$ cat config.mk
export PLATFORM = sky130hd
export DESIGN_NAME = frame_sequencer
export DESIGN_NICKNAME = d
export VERILOG_FILES = /design/src/rtl/frame_sequencer.sv
export SDC_FILE = /design/constraint.sdc
export NUM_CORES = 1
export LEC_CHECK = 0
export CAP_MARGIN = 5
export CELL_PAD_IN_SITES_DETAIL_PLACEMENT = 1
export CELL_PAD_IN_SITES_GLOBAL_PLACEMENT = 2
export CORE_ASPECT_RATIO = 1.25
export CORE_MARGIN = 3
export CORE_UTILIZATION = 35
export DETAILED_ROUTE_END_ITERATION = 10
export PLACE_DENSITY = 0.78
export SLEW_MARGIN = 20
export SYNTH_ARGS = -nofsm -noshare
export SYNTH_HDL_FRONTEND = slang
export SYNTH_SLANG_ARGS = --single-unit
export TNS_END_PERCENT = 10
$ cat constraint.sdc
create_clock -name clk -period 1.9 [get_ports clk]
set_input_delay 0.38 -clock clk [delete_from_list [all_inputs] [get_ports clk]]
set_output_delay 0.38 -clock clk [all_outputs]
set_load 0.05 [all_outputs]
$ cat src/rtl/frame_sequencer.sv
// Frame sequencer: divides clk to a 512 Hz step tick and issues length/sweep/envelope strobes.
// Optional FS_EXT_TICK_EN: ticks come from falling edges of div_bit instead of the internal prescaler.
module frame_sequencer #(
  parameter int CLK_DIV = 8192
) (
  input  logic       clk,
  input  logic       rst_n,
  input  logic       apu_enable,
  input  logic       div_bit,
  output logic       len_clk,
  output logic       sweep_clk,
  output logic       env_clk,
  output logic [2:0] step,
  output logic       len_next_skips
);

  logic       w_tick;
  logic [2:0] r_step;
  logic       r_len_clk;
  logic       r_sweep_clk;
  logic       r_env_clk;

`ifdef FS_EXT_TICK_EN
  logic r_div_q;

  // History tracks div_bit even while disabled so enabling with div_bit high cannot fake an edge.
  always_ff @(posedge clk or negedge rst_n) begin
    if (!rst_n) begin
      r_div_q <= 1'b0;
    end else begin
      r_div_q <= div_bit;
    end
  end

  assign w_tick = r_div_q & ~div_bit;
`else
  localparam int CNT_W = $clog2(CLK_DIV);

  logic [CNT_W-1:0] r_presc;
  logic             w_unused_div_bit;

  assign w_unused_div_bit = div_bit;
  assign w_tick           = (r_presc == CNT_W'(CLK_DIV - 1));

  always_ff @(posedge clk or negedge rst_n) begin
    if (!rst_n) begin
      r_presc <= '0;
    end else if (!apu_enable || w_tick) begin
      r_presc <= '0;
    end else begin
      r_presc <= r_presc + 1'b1;
    end
  end
`endif

  // Disable outranks a coincident tick; strobes decode the step being executed, not the next one.
  always_ff @(posedge clk or negedge rst_n) begin
    if (!rst_n) begin
      r_step      <= 3'd0;
      r_len_clk   <= 1'b0;
      r_sweep_clk <= 1'b0;
      r_env_clk   <= 1'b0;
    end else if (!apu_enable) begin
      r_step      <= 3'd0;
      r_len_clk   <= 1'b0;
      r_sweep_clk <= 1'b0;
      r_env_clk   <= 1'b0;
    end else if (w_tick) begin
      r_step      <= r_step + 3'd1;
      r_len_clk   <= ~r_step[0];
      r_sweep_clk <= (r_step[1:0] == 2'b10);
      r_env_clk   <= (r_step == 3'd7);
    end else begin
      r_len_clk   <= 1'b0;
      r_sweep_clk <= 1'b0;
      r_env_clk   <= 1'b0;
    end
  end

  assign len_clk        = r_len_clk;
  assign sweep_clk      = r_sweep_clk;
  assign env_clk        = r_env_clk;
  assign step           = r_step;
  assign len_next_skips = r_step[0];

endmodule

==> run_results.csv <==
group,metric,value,unit
run_status,outcome,"finished, final reports clean",
detailed_routing,wl_met2,903,um
clock_tree,cts_tree,"built",
floorplanning,initial_core_util,0.378,
clock_tree,root_buffer,"clkbuf_4",
placement,dp_worst_setup_slack,0.212,ns
timing,hold_viol,0,
critical_path,worstSetupEndpointType,"primary output",
yosys,synthMuxAreaShare,0.0210,
clock_tree,cts_sinks,19,
power_and_ir_drop,p_leak,0.488,nW
timing,fin_crit,1.82,ns
floorplanning,dieArea,0.00339,mm2
detailed_routing,drtPass1Iterations,4,
detailed_routing,drt_wl_total,1.79,mm
yosys,synth-simple-area-share,0.201,
yosys,postSynthCellCount,88,
timing,fmax,549,MHz
power_and_ir_drop,power_density,593,mW/mm2
timing,slew_headroom,0.657,
timing,setup_viol,0,
clock_tree,h-tree-depth,1,
yosys,ys_ff_latch,19,
global_route,first_global_vias,728,
detailed_routing,drt-vias-per-instance,5.15,
detailed_routing,num_vias,695,
critical_path,cp_cell_sequence,"clkdlybuf4s50_1",
placement,placedCellCount,131,
floorplanning,die_h,64.4,um
critical_path,path_buf_inv,1,
timing,timing.clock.skew,0.00400,ns
critical_path,worstSetupPathType,"reg2out",
detailed_routing,drcViolationCount,0,
hold_path,hp-class,"in2async",
global_route,grt_max_degree,20,
floorplanning,placementRows,20,
timing,slew_violations,0,
clock_tree,clk_pin_slew,0.11,ns
global_route,antenna_found_initial,0,
timing,period_share,0.959,
power_and_ir_drop,sw_frac_of_total,0.231,
placement,io_buffers,9,
yosys,synthXorXnorAreaFrac,0.0275,
clock_tree,cts_inserted_buffers,3,
critical_path,r2r_end,"step[1]$_DFFE_PN0P_",
critical_path,worstSetupStartpointType,"register",
critical_path,crit_slowest_cell,"clkdlybuf4s50_1",
timing,worst_hold_slack,0.403,ns
global_route,grt_pass1_wl,3.27,mm
clock_tree,cts.path.max_buffers,2,
critical_path,critPathTopFamily,"buffers and inverters",
layout,stdcell_count,135,
detailed_routing,avgRoutedWirePerCell,13.3,um
critical_path,r2r_cells,4,
floorplanning,fp.coreArea,0.00253,mm2
clock_tree,post_cts.repair.setup_buffers,0,
clock_tree,insertion_delay,0.29,ns
global_route,grt_usage,0.129,
power_and_ir_drop,p_clk_frac,0.313,
yosys,synth-compound-area-share,0.138,
detailed_routing,ant_nets,0,
placement,dp_hpwl,1.34,mm
power_and_ir_drop,ir_drop,0.331,mV
timing,grt_setup_unrepaired,"false",
placement,routabilityCongestion,0.687,
yosys,yosys.area_share.adder,0.0524,
clock_tree,cts-resized-gates,0,
critical_path,crit_fanout,1,
yosys,synth.avg_cell_area,10.8,um2
clock_tree,holdBufCountCts,0,
yosys,synth_fp_nets,96,
job,drv_cap,0,
layout,final_nets,111,
layout,area_growth,15.6,%
floorplanning,fp.dieW,52.7,um
yosys,synth_top_family_by_area,"simple AND/OR/NAND/NOR gates",
power_and_ir_drop,p_seq_frac,0.633,
layout,final_common_cell,"dfrtp_1",
yosys,synth-seq-area-share,0.498,
critical_path,critPathRequiredTime,1.52,ns
layout,final_cell_mix,"19 x dfrtp_1, 9 x buf_4, 7 x nand2_1, 6 x inv_1, 6 x nor2_1",
global_route,grt_overflow,0,
layout,layout-drive-gt1-share,0.167,
timing,worst_pin_slew,0.510,ns
critical_path,reg2reg_from,"r_presc[0]$_DFF_PN0_",
detailed_routing,wl_met1,816,um
floorplanning,ios,11,
power_and_ir_drop,p_int,0.000503,W
power_and_ir_drop,combPwrFrac,0.054,
timing,setup_ws,0.0778,ns
critical_path,arrival,1.44,ns
yosys,yosysWarnings,0,
detailed_routing,wl_met3,51,um
yosys,synth_cell_type_count,27,
critical_path,worst-r2r-setup-slack,0.22,ns
power_and_ir_drop,power_switching,0.000151,W
yosys,netlist_area,955,um2
critical_path,max_stage_delay,0.80,ns
timing,finalSetupTns,0,ns
detailed_routing,drtIter0Drc,9,
layout,antenna_cells,0,
detailed_routing,top_layer,"met4",
[worst max-delay path by stage]
stage	from	end	slack, ns	cells after the start
2_1_floorplan	r_presc[0]$_DFF_PN0_	step[1]$_DFFE_PN0P_	0.34	5
3_3_place_gp	r_presc[0]$_DFF_PN0_	step[1]$_DFFE_PN0P_	0.23	4
3_5_place_dp	r_presc[0]$_DFF_PN0_	step[1]$_DFFE_PN0P_	0.21	4
4_1_cts	len_clk$_DFF_PN0_	len_clk	0.06	1
5_1_grt	len_clk$_DFF_PN0_	len_clk	0.006	1
6_report	len_clk$_DFF_PN0_	len_clk	0.08	1
[synthesized netlist by cell type (all sizes together)]
master	count	area [um2]
dfrtp	19	475
nor2	6	22.5
buf	4	37.5
o22ai	1	6.26
nand4	3	33.8
or3	4	25.0
and2	2	12.5
xnor2	2	17.5
o2bb2ai	1	8.76
or4	4	33.8
o41ai	1	27.5
inv	6	22.5
o21ai	4	20.0
nand2	7	26.3
o31ai	3	22.5
nor4	2	12.5
ha	4	50.1
mux2i	2	20.0
nand3	4	20.0
xor2	1	8.76
a21boi	3	22.5
nor3	1	5.00
a21oi	4	23.8
[per-stage QoR]
stage                     instance area (um2)  total power [W]   util
after floorplan                           955         0.000439      -
after global placement                   1080         0.000458  0.426
after detailed placement                 1080         0.000459  0.426
after CTS                                1100         0.000671  0.437
after global routing                     1100         0.000700  0.437
final                                    1100         0.000654  0.437
[layer usage]
metal,up-vias,GRT usage
li1,345,-
met2,8,0.210
met4,0,0.0671
met5,-,0
met1,340,0.158
met3,2,0.0256
[flip-flops by register name, summed over array words and instances (netlist names)]
name,count
sweep_clk,1
env_clk,1
r_presc,13
len_clk,1
step,3
[power by group through the flow]
stage	clock [W]	sequential, W	combinational (W)
final	0.000205	0.000414	0.0000355
after global routing	0.000243	0.000416	0.0000412
after CTS	0.000220	0.000414	0.0000368
after detailed placement	0	0.000422	0.0000368
after global placement	0	0.000422	0.0000362
after floorplan	0	0.000421	0.0000174
[kinds of logic after synthesis]
group	after synthesis
compound gates	17
buf+inv	10
xor+xnor	3
flops	19
mux	2
simple gates	33
fa+ha+maj	4
[worst reg2reg max path: stages (launching register included)]
cell	delay, ns
dfrtp_1	0.40
ha_1	0.20
nand3_1	0.25
or4_1	0.62
o22ai_1	0.14
[area by class of cell]
| cell class | count | area [um2] |
|---|---|---|
| clock buffers | 3 | 22.5 |
| inverters | 6 | 22.5 |
| clock inverters | 1 | 5.00 |
| fillers | 282 | 1420 |
| repair buffers | 14 | 118 |
| multi-input cells | 59 | 419 |
| flip-flops and latches | 19 | 475 |
| well taps | 33 | 41.3 |
Power figures use the tool's default switching activity.
